$ cat src/rtl/insn_encoder_if.sv
// rtl/insn_encoder_if.sv - instruction handshake and imem write-port bundle for insn_encoder
interface insn_encoder_if #(
  parameter int ADDR_W = 12
);
  logic              in_valid;
  logic              in_ready;
  logic [10:0]       in_type;
  logic [4:0]        in_rd;
  logic [4:0]        in_rs;
  logic [4:0]        in_rt;
  logic [4:0]        in_shamt;
  logic [4:0]        in_aluop;
  logic [31:0]       in_imm;
  logic [31:0]       in_target;
  logic              imem_we;
  logic [ADDR_W-1:0] imem_addr;
  logic [31:0]       imem_data;

  // Loader side: presents instructions, observes the write port
  modport master (
    output in_valid, in_type, in_rd, in_rs, in_rt, in_shamt, in_aluop, in_imm, in_target,
    input  in_ready, imem_we, imem_addr, imem_data
  );

  // Encoder side
  modport slave (
    input  in_valid, in_type, in_rd, in_rs, in_rt, in_shamt, in_aluop, in_imm, in_target,
    output in_ready, imem_we, imem_addr, imem_data
  );
endinterface

$ cat src/rtl/insn_encoder.sv
// rtl/insn_encoder.sv - instruction encoder and imem loader; optional field checking via INSN_ENC_CHECK_EN
module insn_encoder #(
  parameter int ADDR_W = 12,
  parameter int DEPTH  = 4096
) (
  input  logic              clock,
  input  logic              reset,
  input  logic              rewind,
  insn_encoder_if.slave     bus,
  output logic [ADDR_W:0]   count,
  output logic              full,
  output logic              err
);

  typedef enum logic [1:0] {FMT_R, FMT_I, FMT_JI, FMT_JII} fmt_e;

  localparam logic [ADDR_W:0] DEPTH_C = (ADDR_W+1)'(DEPTH);

  logic [ADDR_W:0] wr_ptr;
  logic [3:0]      sel;
  logic [4:0]      opcode;
  fmt_e            fmt;
  logic [31:0]     word;
  logic            reject;
  logic            accept;

  assign bus.in_ready = ~full & ~rewind;
  assign accept       = bus.in_valid & bus.in_ready;
  assign count        = wr_ptr;

  // Pick the instruction from the lowest set type bit (all-zero means r), then pack the word
  always_comb begin
    sel = 4'd0;
    for (int i = 10; i >= 0; i--) begin
      if (bus.in_type[i]) sel = 4'(i);
    end
    opcode = 5'b00000;
    fmt    = FMT_R;
    case (sel)
      4'd1:    begin opcode = 5'b00101; fmt = FMT_I;   end  // ri
      4'd2:    begin opcode = 5'b00111; fmt = FMT_I;   end  // sw
      4'd3:    begin opcode = 5'b01000; fmt = FMT_I;   end  // lw
      4'd4:    begin opcode = 5'b00001; fmt = FMT_JI;  end  // j
      4'd5:    begin opcode = 5'b00010; fmt = FMT_I;   end  // bne
      4'd6:    begin opcode = 5'b00011; fmt = FMT_JI;  end  // jal
      4'd7:    begin opcode = 5'b00100; fmt = FMT_JII; end  // jr
      4'd8:    begin opcode = 5'b00110; fmt = FMT_I;   end  // blt
      4'd9:    begin opcode = 5'b10110; fmt = FMT_JI;  end  // bex
      4'd10:   begin opcode = 5'b10101; fmt = FMT_JI;  end  // setx
      default: begin opcode = 5'b00000; fmt = FMT_R;   end  // r
    endcase
    word = 32'd0;
    case (fmt)
      FMT_R:   word = {opcode, bus.in_rd, bus.in_rs, bus.in_rt, bus.in_shamt, bus.in_aluop, 2'b00};
      FMT_I:   word = {opcode, bus.in_rd, bus.in_rs, bus.in_imm[16:0]};
      FMT_JI:  word = {opcode, bus.in_target[26:0]};
      FMT_JII: word = {opcode, bus.in_rd, 22'd0};
      default: word = 32'd0;
    endcase
  end

`ifdef INSN_ENC_CHECK_EN
  logic one_hot;
  logic imm_fits;
  logic target_fits;

  // Reject malformed type vectors and fields that would not survive packing
  always_comb begin
    one_hot     = (bus.in_type != 11'd0) && ((bus.in_type & (bus.in_type - 11'd1)) == 11'd0);
    // A 17-bit signed value: bits above 16 must all copy the sign bit
    imm_fits    = (bus.in_imm[31:16] == 16'h0000) || (bus.in_imm[31:16] == 16'hFFFF);
    target_fits = (bus.in_target[31:27] == 5'd0);
    reject      = 1'b0;
    if (!one_hot)                        reject = 1'b1;
    else if (fmt == FMT_I  && !imm_fits)    reject = 1'b1;
    else if (fmt == FMT_JI && !target_fits) reject = 1'b1;
  end
`else
  logic unused_high_bits;
  assign unused_high_bits = ^{bus.in_imm[31:17], bus.in_target[31:27]};
  assign reject = 1'b0;
`endif

  // Register the encoded word on accept and advance the write pointer; rewind restarts it
  always_ff @(posedge clock) begin
    if (reset) begin
      wr_ptr        <= '0;
      full          <= 1'b0;
      err           <= 1'b0;
      bus.imem_we   <= 1'b0;
      bus.imem_addr <= '0;
      bus.imem_data <= 32'd0;
    end else begin
      bus.imem_we <= 1'b0;
      if (rewind) begin
        wr_ptr <= '0;
        full   <= 1'b0;
      end else if (accept) begin
        if (reject) begin
          err <= 1'b1;
        end else begin
          bus.imem_we   <= 1'b1;
          bus.imem_addr <= wr_ptr[ADDR_W-1:0];
          bus.imem_data <= word;
          wr_ptr        <= wr_ptr + 1'b1;
          full          <= ((wr_ptr + 1'b1) == DEPTH_C);
        end
      end
    end
  end

endmodule
$ cat src/flat_wrapper.sv
// flat-port wrapper written by rule: the top's interface ports become plain ports
module insn_encoder_flat 
#(
  parameter int ADDR_W = 12,
  parameter int DEPTH  = 4096
)
  (clock, reset, rewind, count, full, err, bus_in_valid, bus_in_type, bus_in_rd, bus_in_rs, bus_in_rt, bus_in_shamt, bus_in_aluop, bus_in_imm, bus_in_target, bus_in_ready, bus_imem_we, bus_imem_addr, bus_imem_data);
  insn_encoder_if #(.ADDR_W(ADDR_W)) bus_i ();
  input  logic clock;
  input  logic reset;
  input  logic rewind;
  output logic [ADDR_W:0] count;
  output logic full;
  output logic err;
  input wire logic [$bits(bus_i.in_valid)-1:0] bus_in_valid;
  input wire logic [$bits(bus_i.in_type)-1:0] bus_in_type;
  input wire logic [$bits(bus_i.in_rd)-1:0] bus_in_rd;
  input wire logic [$bits(bus_i.in_rs)-1:0] bus_in_rs;
  input wire logic [$bits(bus_i.in_rt)-1:0] bus_in_rt;
  input wire logic [$bits(bus_i.in_shamt)-1:0] bus_in_shamt;
  input wire logic [$bits(bus_i.in_aluop)-1:0] bus_in_aluop;
  input wire logic [$bits(bus_i.in_imm)-1:0] bus_in_imm;
  input wire logic [$bits(bus_i.in_target)-1:0] bus_in_target;
  output wire logic [$bits(bus_i.in_ready)-1:0] bus_in_ready;
  output wire logic [$bits(bus_i.imem_we)-1:0] bus_imem_we;
  output wire logic [$bits(bus_i.imem_addr)-1:0] bus_imem_addr;
  output wire logic [$bits(bus_i.imem_data)-1:0] bus_imem_data;
  assign bus_i.in_valid = bus_in_valid;
  assign bus_i.in_type = bus_in_type;
  assign bus_i.in_rd = bus_in_rd;
  assign bus_i.in_rs = bus_in_rs;
  assign bus_i.in_rt = bus_in_rt;
  assign bus_i.in_shamt = bus_in_shamt;
  assign bus_i.in_aluop = bus_in_aluop;
  assign bus_i.in_imm = bus_in_imm;
  assign bus_i.in_target = bus_in_target;
  assign bus_in_ready = bus_i.in_ready;
  assign bus_imem_we = bus_i.imem_we;
  assign bus_imem_addr = bus_i.imem_addr;
  assign bus_imem_data = bus_i.imem_data;
  insn_encoder #(.ADDR_W(ADDR_W), .DEPTH(DEPTH)) u_core (.clock(clock), .reset(reset), .rewind(rewind), .bus(bus_i), .count(count), .full(full), .err(err));
endmodule
$ cat config.mk
export PLATFORM = sky130hd
export DESIGN_NAME = insn_encoder_flat
export DESIGN_NICKNAME = d
export VERILOG_FILES = /design/src/rtl/insn_encoder_if.sv /design/src/rtl/insn_encoder.sv /design/src/flat_wrapper.sv
export SDC_FILE = /design/constraint.sdc
export NUM_CORES = 1
export LEC_CHECK = 0
export BUFFER_PORTS_ARGS = -buffer_cell sky130_fd_sc_hd__buf_2
export CAP_MARGIN = 10
export CORE_MARGIN = 1
export CORE_UTILIZATION = 46
export CTS_CLUSTER_SIZE = 8
export DETAILED_ROUTE_END_ITERATION = 16
export PLACE_DENSITY_LB_ADDON = 0.05
export RECOVER_POWER = 50
export SLEW_MARGIN = 20
export SYNTH_ARGS = -nofsm -noshare
export SYNTH_HDL_FRONTEND = slang
export SYNTH_SLANG_ARGS = --single-unit
export TNS_END_PERCENT = 20
$ cat constraint.sdc
create_clock -name clock -period 3.6 [get_ports clock]
set_input_delay 0.54 -clock clock [delete_from_list [all_inputs] [get_ports clock]]
set_output_delay 0.54 -clock clock [all_outputs]
set_load 0.01 [all_outputs]
# Yosys cells after proc, flatten, opt, wreduce, memory -nomap -nowiden
# Memories as Yosys holds them, arrays and structs flattened.
# Index checks and enable logic that the tools add are counted.
# op_classes
n_addsub,1
n_eq_ne,4
n_mux,13
bitwise,4
n_reduce_logical,3
# op_table
cell,n
case mux 32 bit (4 select lines),1
2-to-1 mux 4 bit,11
adder 13 x 1 -> 13 bit (second input constant),1
== test 13 bit (second input constant),1
== test 2 bit (second input constant),2
bitwise AND 1 bit,2
== test 2 x 1 -> 1 bit (second input constant),1
zero test 2 bit,1
inverter 1 bit,2
AND reduction 2 bit,1
OR reduction 2 bit,1
2-to-1 mux 1 bit,1
# totals
ff_bits,59
rom_bits,112
output_inout_bits,61
memories,1
# mem_list
memory,depth,word_bits,read_ports,rd_ports_with_merged_regs,wr,line_no,source
(name not given),16,7,1,0,0,insn_encoder.sv:39,case (sel)

# Logic depth before layout (Yosys ltp)
# Gate-level depths: netlist of the first run.
# An unclocked memory read counts as a cell.
# logic_depth
ltp_word,14
depth_mapped,11

# Worst setup path after synthesis of the first run
# No wires, ideal clock.
# synth_path
path_kind,in2reg
from,in bus_in_type[8]
to,reg u_core.bus.imem_data[21]
setup_ps,86
t_arrival_ps,2855
required_ps,3514
setup_slack_ps,659
cell_stages,11
cell_sequence,nand2b_1 -> a211o_1 -> a21oi_1 -> o21ai_0 -> ha_1 -> inv_1 -> nor4_4 -> nor2_1 -> buf_2 -> a32oi_1 -> a211oi_1
# synth_via
elab_chain_cells,12
# synth_rtl
item,line_no,source
"start, declared",flat_wrapper.sv:16,input wire logic [$bits(bus_i.in_type)-1:0] bus_in_type;
2-to-1 mux 4 bit * (9 in a row),insn_encoder.sv:35,if (bus.in_type[i]) sel = 4'(i);
memory (16 x 7 bit) *,--,
== test 2 bit (tied with other cells),insn_encoder.sv:53,case (fmt)
case mux 32 bit (4 select lines) *,insn_encoder.sv:53,
"end signal, assigned",insn_encoder.sv:104,bus.imem_data <= word;
"end, declared",insn_encoder_if.sv:28,"output in_ready, imem_we, imem_addr, imem_data"
# Every way passes the cells marked *; elsewhere a longest branch is shown, timed or not. The select of a mux whose other input is x is not followed.
# A chain may end at the register's enable or synchronous reset.

# Worst setup path in the final report of the first run
# Same ends and word-level chain as after synthesis.

==> results of run 1 <==
logic make-up (layout without fill, tap and decap cells):
kind of cell             count (synthesis)  count (layout)  synth area share [%]
AND/OR/NAND/NOR                        155             155                  24.8
adder cells (fa/ha/maj)                  4               4                  1.53
other                                    1               1                 0.115
buffers and inverters                   40             178                  6.06
multiplexers                             2               2                 0.690
XOR/XNOR                                 9               9                  2.41
flip-flops                              59              59                  36.2
AO/OA/AOI/OAI                          122             122                  28.2
metal layers:
layer,wire length [µm],GRT usage [%],vias up
li1,-,-,1736
met1,4070,32.6,1643
met3,683,7.81,16
met5,0,0,-
met4,159,8.18,0
met2,4590,43.2,138
flip-flops by register name, indices dropped and copies added, names as in the netlist:
register	flops
u_core.bus.imem_addr	12
u_core.bus.imem_we	1
u_core.full	1
u_core.bus.imem_data	32
u_core.count	13
worst max-delay path, cell delays in order:
cell	delay, ns
buf_2	0.12
nand2b_1	0.16
a211o_1	0.26
a21oi_1	0.30
o21ai_0	0.20
ha_1	0.35
inv_1	0.09
nor4_4	0.30
buf_4	0.17
nor2_1	0.04
buf_4	0.22
a32oi_1	0.20
a211oi_1	0.11
how the worst max path moves through the flow:
stage | slack, ns | depth (start not counted) | from | end
5_1_grt | 0.28 | 6 | u_core.full | u_core.count[12]
3_5_place_dp | 0.28 | 11 | bus_in_type[8] | u_core.bus.imem_data[21]
4_1_cts | 0.64 | 11 | bus_in_type[8] | u_core.bus.imem_data[21]
2_1_floorplan | 0.66 | 11 | bus_in_type[8] | u_core.bus.imem_data[21]
3_3_place_gp | 0.37 | 11 | bus_in_type[8] | u_core.bus.imem_data[21]
6_report | 0.64 | 13 | bus_in_type[8] | u_core.bus.imem_data[21]
area by class of cell:
type                    count  area share (%)
flip-flops and latches     59            28.4
clock inverters             7            1.84
clock buffers               9            2.98
multi-input cells         293            45.4
repair buffers            154            17.7
inverters                   8           0.722
well taps                  96            2.89
cell usage in the layout (no fill, tap or decap), types with 3 or more instances in the layout:
cell type and instances:
buf_2 98, xor2_1 5, nor4_1 14, a311oi_1 8, o41ai_1 5, nand4_1 6
o211ai_1 3, ha_1 4, a21oi_1 36, dfxtp_1 59, nor3_1 5, clkbuf_1 46
o211a_1 3, o41ai_2 9, a32oi_1 6, nand2_1 52, clkbuf_8 9, nand3_1 13
buf_4 10, or3_1 5, a211oi_1 7, inv_1 8, o21ai_0 12, a31oi_1 17
nor2_1 34, xnor2_1 4, nand2b_1 4
through the flow:
step           util (%)  worst slack (ns)  power [µW]
6_report           60.9             0.637        1530
3_5_place_dp       58.9             0.279         943
5_1_grt            60.9             0.280        1610
4_1_cts            61.8             0.644        1550
2_1_floorplan         -             0.659         840
3_3_place_gp       58.9             0.367         940
power by group through the flow:
stage / sequential (µW) / clock, µW / combinational [µW]
floorplan: 711 / 0 / 130
global placement: 701 / 0 / 239
detailed placement: 701 / 0 / 242
CTS: 687 / 620 / 242
global route: 689 / 663 / 261
finish: 687 / 607 / 237
==> impl_metrics.env, run 1 <==
export IMPL_critPathCaptureType="flip-flop"
export IMPL_hold_path_cell_count=2
export IMPL_ys_types=59
export IMPL_top_level_ports=165
export IMPL_synth_most_common_cell="dfxtp_1"
export IMPL_synthFlopType="dfxtp_1"
export IMPL_syn_area_mm2=0.00326
export IMPL_clock_path_buffers=2
export IMPL_p_int_uw=1090
export IMPL_clkPwrFrac_pct=39.6
export IMPL_rsz0062_at_grt="no"
export IMPL_hold_path_class="flip-flop to flip-flop"
export IMPL_cp_start_kind="input pin"
export IMPL_grt_pass1_vias=3222
export IMPL_crit_fanout=19
export IMPL_path_clk_slew_ns=0.08
export IMPL_setup_viol=0
export IMPL_synth_warning_count=0
export IMPL_period_needed_ns=2.96
export IMPL_final_max_slew_violation_count=43
export IMPL_ctsHoldBuffers=0
export IMPL_drc=0
export IMPL_cap_violations=1
export IMPL_stdcell_count=626
export IMPL_core_area_mm2=0.00683
export IMPL_clock_sinks=59
export IMPL_multi_input_area_mm2=0.00189
export IMPL_dpl_cell_count=610
export IMPL_ys_top_cells_by_count="dfxtp_1, nand2_1, a21oi_1"
export IMPL_final_hold_violation_count=0
export IMPL_synthesis_nets=500
export IMPL_status="finished, violations left"
export IMPL_fillers=669
export IMPL_design_area_mm2=0.00416
export IMPL_synthTopCellsByArea="dfxtp_1, nand2_1, a21oi_1"
export IMPL_finalCritPeriodShare_pct=82.3
export IMPL_row_count=30
export IMPL_placed_area_mm2=0.00402
export IMPL_ys_seq_area_share_pct=36.2
export IMPL_wl_per_cell_um=15.2
export IMPL_crit_required_ns=3.72
export IMPL_fin_nets=633
export IMPL_grt_overflow_total=0
export IMPL_antenna_found_initial=0
export IMPL_die_w_um=86.2
export IMPL_synth_top_cell_by_area="dfxtp_1"
export IMPL_holdWs_ns=0.456
export IMPL_fin_setup_tns_ns=0
export IMPL_drive_gt1_share_pct=28.1
export IMPL_critPathKind="input pin to flip-flop"
export IMPL_avgSynthCellArea_um2=8.33
export IMPL_fmax_ghz=0.338
export IMPL_reg2reg_to="u_core.count[10]"
export IMPL_area_delta_synth_final_pct=27.4
export IMPL_swShare_pct=28.5
export IMPL_synth_edf_count=0
export IMPL_ant_nets=0
export IMPL_n_antenna_cell=0
export IMPL_htree_levels=3
export IMPL_slew_headroom_pct=-18.2
export IMPL_grt_pass1_wl_um=15300
export IMPL_hpwl_um=6760
export IMPL_finClkSkew_ns=0.0138
export IMPL_cts_tree="done"
export IMPL_seq_area_mm2=0.00118
export IMPL_worstMarginPinSlew_ns=1.77
export IMPL_insertion_delay_ns=0.33
export IMPL_totalWireLength_um=9510
export IMPL_hold_start="u_core.bus.imem_addr[2]"
export IMPL_whs_endpoint="u_core.bus.imem_addr[2]"
export IMPL_yosys_register_bits=59
export IMPL_power_frac_seq_pct=44.9
export IMPL_r2r_setup_slack_ns=0.64
export IMPL_p_per_area_mw_per_mm2=368
export IMPL_die_area_mm2=0.00744
export IMPL_rr_startpoint="u_core.full"
export IMPL_place_gp_congestion=0.910
export IMPL_power_frac_comb_pct=15.5
export IMPL_vias=3533
export IMPL_grt_max_degree=43
export IMPL_initial_core_util_pct=47.8
export IMPL_post_cts_buffers=0
export IMPL_violations="max-capacitance violations, max-slew violations"
export IMPL_reg2reg_depth=5
export IMPL_die_h_um=86.2
export IMPL_drt_iter0_drc=184
export IMPL_cts_resized=0
export IMPL_leakage_uw=0.00164
export IMPL_synth_top_cell_area_share_pct=36.2
export IMPL_crit_arrival_ns=3.08
export IMPL_track_usage_pct=26.1
export IMPL_syn_inst=392
export IMPL_viasPerCell=5.64
export IMPL_drtPass1Iterations=4
export IMPL_power_switching_uw=436
export IMPL_cts_made_buffers=9
export IMPL_synthArstFlopShare_pct=0
export IMPL_cts_root_buf="clkbuf_8"
export IMPL_ir_drop_v=0.000180
export IMPL_io_buffers=143
Note: power is estimated with default switching activity, not from simulation.
==> run 2: changes to the inputs <==
ABC_AREA = 1   (was not set)
CORE_UTILIZATION = 42   (was 46)
clock period = 2.7 ns   (was 3.6 ns; I/O delays follow)
==> impl_metrics.env, run 2 <==
export IMPL_path_clk_slew_ns=0.07
export IMPL_area_delta_synth_final_pct=26.2
export IMPL_leakage_uw=0.00190
export IMPL_setup_viol=0
export IMPL_io_buffers=143
export IMPL_synth_top_cell_area_share_pct=36.0
export IMPL_ys_types=40
export IMPL_clock_path_buffers=2
export IMPL_cts_root_buf="clkbuf_8"
export IMPL_die_area_mm2=0.00817
export IMPL_ir_drop_v=0.000324
export IMPL_syn_area_mm2=0.00328
export IMPL_insertion_delay_ns=0.34
export IMPL_syn_inst=457
export IMPL_drtPass1Iterations=4
export IMPL_synth_most_common_cell="nand2_1"
export IMPL_fin_setup_tns_ns=0
export IMPL_place_gp_congestion=0.791
export IMPL_drt_iter0_drc=73
export IMPL_row_count=31
export IMPL_grt_overflow_total=0
export IMPL_synthAdderAreaFrac_pct=1.52
export IMPL_fin_nets=700
export IMPL_rsz0062_at_grt="no"
export IMPL_critPathKind="input pin to flip-flop"
export IMPL_grt_pass1_vias=3108
export IMPL_synth_compound_area_share_pct=12.3
export IMPL_synth_top_cell_by_area="dfxtp_1"
export IMPL_grt_pass1_wl_um=14100
export IMPL_synth_simple_area_share_pct=35.7
export IMPL_hold_path_class="input pin to flip-flop"
export IMPL_crit_required_ns=2.97
export IMPL_antenna_found_initial=0
export IMPL_fillers=800
export IMPL_synth_warning_count=0
export IMPL_initial_core_util_pct=44.3
export IMPL_ys_top_cells_by_count="nand2_1, dfxtp_1, inv_1"
export IMPL_p_per_area_mw_per_mm2=523
export IMPL_grt_max_degree=53
export IMPL_ant_nets=0
export IMPL_synthMuxAreaShare_pct=0
export IMPL_post_cts_buffers=0
export IMPL_cap_violations=0
export IMPL_design_area_mm2=0.00414
export IMPL_track_usage_pct=21.3
export IMPL_drc=0
export IMPL_vias=3308
export IMPL_wl_per_cell_um=12.0
export IMPL_totalWireLength_um=8330
export IMPL_layout_commonest_cell="nand2_1"
export IMPL_worst_slack_ns=0.618
export IMPL_viasPerCell=4.75
export IMPL_synth_xor_area_share_pct=2.67
export IMPL_worstMarginPinSlew_ns=0.662
export IMPL_synthArstFlopShare_pct=0
export IMPL_synthFlopType="dfxtp_1"
export IMPL_yosys_register_bits=59
export IMPL_status="finished, final reports clean"
export IMPL_cts_made_buffers=9
export IMPL_top_level_ports=165
export IMPL_final_max_slew_violation_count=0
export IMPL_synth_top_family_by_area="simple AND/OR/NAND/NOR gates"
export IMPL_crit_arrival_ns=2.35
export IMPL_die_h_um=90.4
export IMPL_finClkSkew_ns=0.0108
export IMPL_synth_edf_count=0
export IMPL_avgSynthCellArea_um2=7.18
export IMPL_die_w_um=90.4
export IMPL_fmax_ghz=0.480
export IMPL_drive_gt1_share_pct=23.1
export IMPL_final_hold_violation_count=0
export IMPL_ctsHoldBuffers=0
export IMPL_critPathCaptureType="flip-flop"
export IMPL_final_cell_mix="nand2_1, buf_2, clkbuf_1, dfxtp_1, inv_1"
export IMPL_place_ws_ns=0.261
export IMPL_cts_resized=0
export IMPL_ys_seq_area_share_pct=36.0
export IMPL_clock_sinks=59
export IMPL_synthesis_nets=565
export IMPL_cts_tree="done"
export IMPL_n_antenna_cell=0
export IMPL_hpwl_um=6020
export IMPL_slew_headroom_pct=55.9
export IMPL_largest_register_ffs=32
export IMPL_crit_fanout=24
export IMPL_period_needed_ns=2.08
export IMPL_core_area_mm2=0.00741
export IMPL_regMostFlops="u_core.bus.imem_data"
export IMPL_synthTopCellsByArea="dfxtp_1, nand2_1, inv_1"
export IMPL_htree_levels=3
export IMPL_placed_area_mm2=0.00400
export IMPL_finalCritPeriodShare_pct=77.1
export IMPL_cp_start_kind="input pin"
run 2: cell count changes after synthesis, moves of 10 or more:
cell      before  now
or2_0          0   13
inv_1          8   46
a31oi_1       17    5
nand3b_1       1   15
nor4_1        14    0
o21ai_0       12   29
nand2_1       52  108
clkbuf_1      20   10
nand4_1        6   20
nand3_1       13   29
nor2_1        34   23
run 2: power breakdown:
part / internal (µW) / switching (µW) / leakage [µW] / total, µW
registers: 916 / 26.4 / 0.000483 / 942
clock network: 516 / 373 / 0.000101 / 888
logic: 136 / 202 / 0.00132 / 338
run 2: layer usage:
metal / GRT usage [%] / routed length [µm] / up-vias
li1: - / - / 1750
met1: 24.6 / 3800 / 1462
met2: 36.7 / 3930 / 88
met3: 7.91 / 492 / 8
met4: 5.78 / 108 / 0
met5: 0 / 0 / -
run 2: logic make-up (layout without fill, tap and decap cells):
logic type               after synthesis  in the layout
other                                  1              1
adder cells (fa/ha/maj)                4              4
flip-flops                            59             59
AO/OA/AOI/OAI                         72             72
AND/OR/NAND/NOR                      230            230
XOR/XNOR                              10             10
buffers and inverters                 81            221
run 2: critical path, cell delays in order:
cell     delay [ns]
buf_2          0.10
inv_1          0.06
nand2_1        0.05
nand2_1        0.05
nand2_1        0.04
nand2_1        0.05
nand2_1        0.04
nand2_1        0.05
nand2_1        0.06
nand2_1        0.07
nand2_2        0.12
ha_1           0.36
nand2_2        0.15
nand2_8        0.15
inv_6          0.21
nand4_1        0.13
nand2_1        0.08
nand2_1        0.05
a21oi_2        0.11
run 2: worst paths after layout:
| check | depth (start not counted) | startpoint | end | slack [ns] |
|---|---|---|---|---|
| setup / recovery | 19 | bus_in_type[8] | u_core.bus.imem_data[0] | 0.62 |
| hold / removal | 3 | bus_in_target[20] | u_core.bus.imem_data[20] | 0.33 |
| setup reg to reg | 8 | u_core.count[0] | u_core.full | 0.88 |
| hold reg to reg | 2 | u_core.bus.imem_data[22] | u_core.bus.imem_data[22] | 0.47 |
run 2: cell type report:
type                            count  area [µm²]  area share, %
Multi-Input combinational cell    317        1720           41.4
Timing Repair Buffer              149         684           16.5
Clock buffer                        9         124           2.99
Tap cell                           99         124           2.99
Sequential cell                    59        1180           28.5
Inverter                           56         221           5.34
Clock inverter                      7        92.6           2.23
run 2: per-stage QoR:
step           hold slack, ns  cells  power [µW]  util, %
6_report                0.325    696        2170     55.9
5_1_grt                 0.314    696        2290     55.9
4_1_cts                 0.302    696        2200     57.0
3_5_place_dp            0.457    680        1310     54.0
3_3_place_gp            0.452    680        1310     54.0
2_1_floorplan           0.486    457        1180        -
==> run 3: changes to the inputs <==
clock period = 1.9 ns   (was 2.7 ns; I/O delays follow)
==> impl_metrics.env, run 3 (same netlist as run 2, synthesis figures left out) <==
export IMPL_status="finished, final reports clean"
export IMPL_rsz0062_at_grt="yes"
export IMPL_grt_pass1_wl_um=14300
export IMPL_total_power_uw=3030
export IMPL_fmax_ghz=0.571
export IMPL_cap_violations=0
export IMPL_grt_pass1_vias=3108
export IMPL_cts_made_buffers=9
export IMPL_row_count=31
export IMPL_reg2reg_depth=8
export IMPL_finClkSkew_ns=0.00758
export IMPL_finalCritPeriodShare_pct=92.2
export IMPL_initial_core_util_pct=44.3
export IMPL_regMostFlops="u_core.bus.imem_data"
export IMPL_final_cell_mix="nand2_1, buf_2, dfxtp_1"
export IMPL_largest_register_ffs=32
export IMPL_grt_overflow_total=0
export IMPL_multi_input_area_mm2=0.00174
export IMPL_fin_nets=729
export IMPL_final_max_slew_violation_count=0
export IMPL_critPathKind="input pin to flip-flop"
export IMPL_io_buffers=143
export IMPL_htree_levels=3
export IMPL_cts_root_buf="clkbuf_8"
export IMPL_worstPathCellList="buf_2, inv_1, nand2_1, nand2_1, nand2_1, nand2_1, nand2_1, nand2_1, nand2_1, nand2_1, nand2_2, inv_2, ha_1, or2_4, nand2_8, inv_8, a21oi_4, nand2_1, a31oi_1"
export IMPL_viasPerCell=4.80
export IMPL_die_area_mm2=0.00817
export IMPL_drtPass1Iterations=4
export IMPL_totalWireLength_um=8650
export IMPL_wl_per_cell_um=11.9
export IMPL_crit_family="simple AND/OR/NAND/NOR gates"
export IMPL_crit_fanout=20
export IMPL_path_clk_slew_ns=0.08
export IMPL_hold_path_cell_count=3
export IMPL_track_usage_pct=21.6
export IMPL_leakage_uw=0.00211
export IMPL_place_gp_congestion=0.788
export IMPL_clock_path_buffers=2
export IMPL_slew_headroom_pct=53.0
export IMPL_hpwl_um=6500
export IMPL_period_needed_ns=1.75
export IMPL_post_cts_buffers=0
export IMPL_cts_tree="done"
export IMPL_n_antenna_cell=0
export IMPL_grt_max_degree=38
export IMPL_max_stage_delay_ns=0.25
export IMPL_core_area_mm2=0.00741
export IMPL_vias=3480
export IMPL_design_area_mm2=0.00443
export IMPL_crit_arrival_ns=2.02
export IMPL_drt_iter0_drc=116
export IMPL_final_hold_violation_count=0
export IMPL_drc=0
export IMPL_antenna_found_initial=0
export IMPL_hold_path_class="input pin to flip-flop"
export IMPL_insertion_delay_ns=0.34
export IMPL_drive_gt1_share_pct=29.4
export IMPL_area_delta_synth_final_pct=35.0
export IMPL_crit_buf_inv=4
export IMPL_worstMarginPinSlew_ns=0.705
export IMPL_placed_area_mm2=0.00427
export IMPL_top_level_ports=165
export IMPL_crit_required_ns=2.17
export IMPL_ant_nets=0
export IMPL_ir_drop_v=0.000488
export IMPL_cp_common_cell="nand2_1"
export IMPL_die_h_um=90.4
export IMPL_holdWs_ns=0.189
export IMPL_slowest_stage="or2_4"
export IMPL_layout_commonest_cell="nand2_1"
export IMPL_seq_area_mm2=0.00118
export IMPL_critPathCaptureType="flip-flop"
export IMPL_critical_path_depth=19
export IMPL_clock_sinks=59
export IMPL_fillers=778
export IMPL_die_w_um=90.4
export IMPL_setup_viol=0
export IMPL_cp_start_kind="input pin"
export IMPL_p_per_area_mw_per_mm2=684
-- run 3: routing by layer --
metal,global-route usage (%),share of wire (%)
met5,0,0
met4,6.05,1.4
met3,5.89,5.5
met2,35.9,47
met1,27.5,46
-- run 3: final cells by class --
| cell class | instances | area share, % |
|---|---|---|
| well taps | 99 | 2.79 |
| flip-flops and latches | 59 | 26.7 |
| inverters | 56 | 5.05 |
| clock inverters | 6 | 1.50 |
| repair buffers | 178 | 21.8 |
| clock buffers | 10 | 2.88 |
| multi-input cells | 317 | 39.3 |
-- run 3: power breakdown --
group	internal (µW)	switching [µW]	total, µW
registers	1300	35.1	1340
clock network	605	535	1140
logic	252	305	558
total	2160	875	3030
-- run 3: worst reg2reg max path, delay by kind of cell, from the launching register on --
family                     cells  cell delay (ns)
and+or+nand+nor                5             0.82
xor gates and xnor gates       1             0.17
adders and majority gates      1             0.19
DFF                            1             0.37
AOI/OAI and AO/OA              1             0.12
-- run 3: what timing repair did --
item,in CTS,in global routing
hold buffers,0,0
resized for setup,0,7
endpoints found under the setup margin,0,12
-- run 3: worst paths after layout --
check                           startpoint                       end  slack (ns)
hold / removal           bus_in_target[20]  u_core.bus.imem_data[20]        0.19
hold reg to reg   u_core.bus.imem_data[11]  u_core.bus.imem_data[11]        0.47
setup reg to reg           u_core.count[0]               u_core.full        0.16
setup / recovery            bus_in_type[8]  u_core.bus.imem_data[18]        0.15
-- run 3: metrics by stage --
stage          std cells  setup WS, ns  utilization [%]  TNS (ns)
6_report             725         0.149             59.8         0
4_1_cts              725         0.106             60.3         0
2_1_floorplan        457       0.00414                -         0
5_1_grt              725      -0.00953             59.8   -0.0141
3_5_place_dp         709        -0.222             57.7     -4.33
3_3_place_gp         709        -0.168             57.7     -3.55
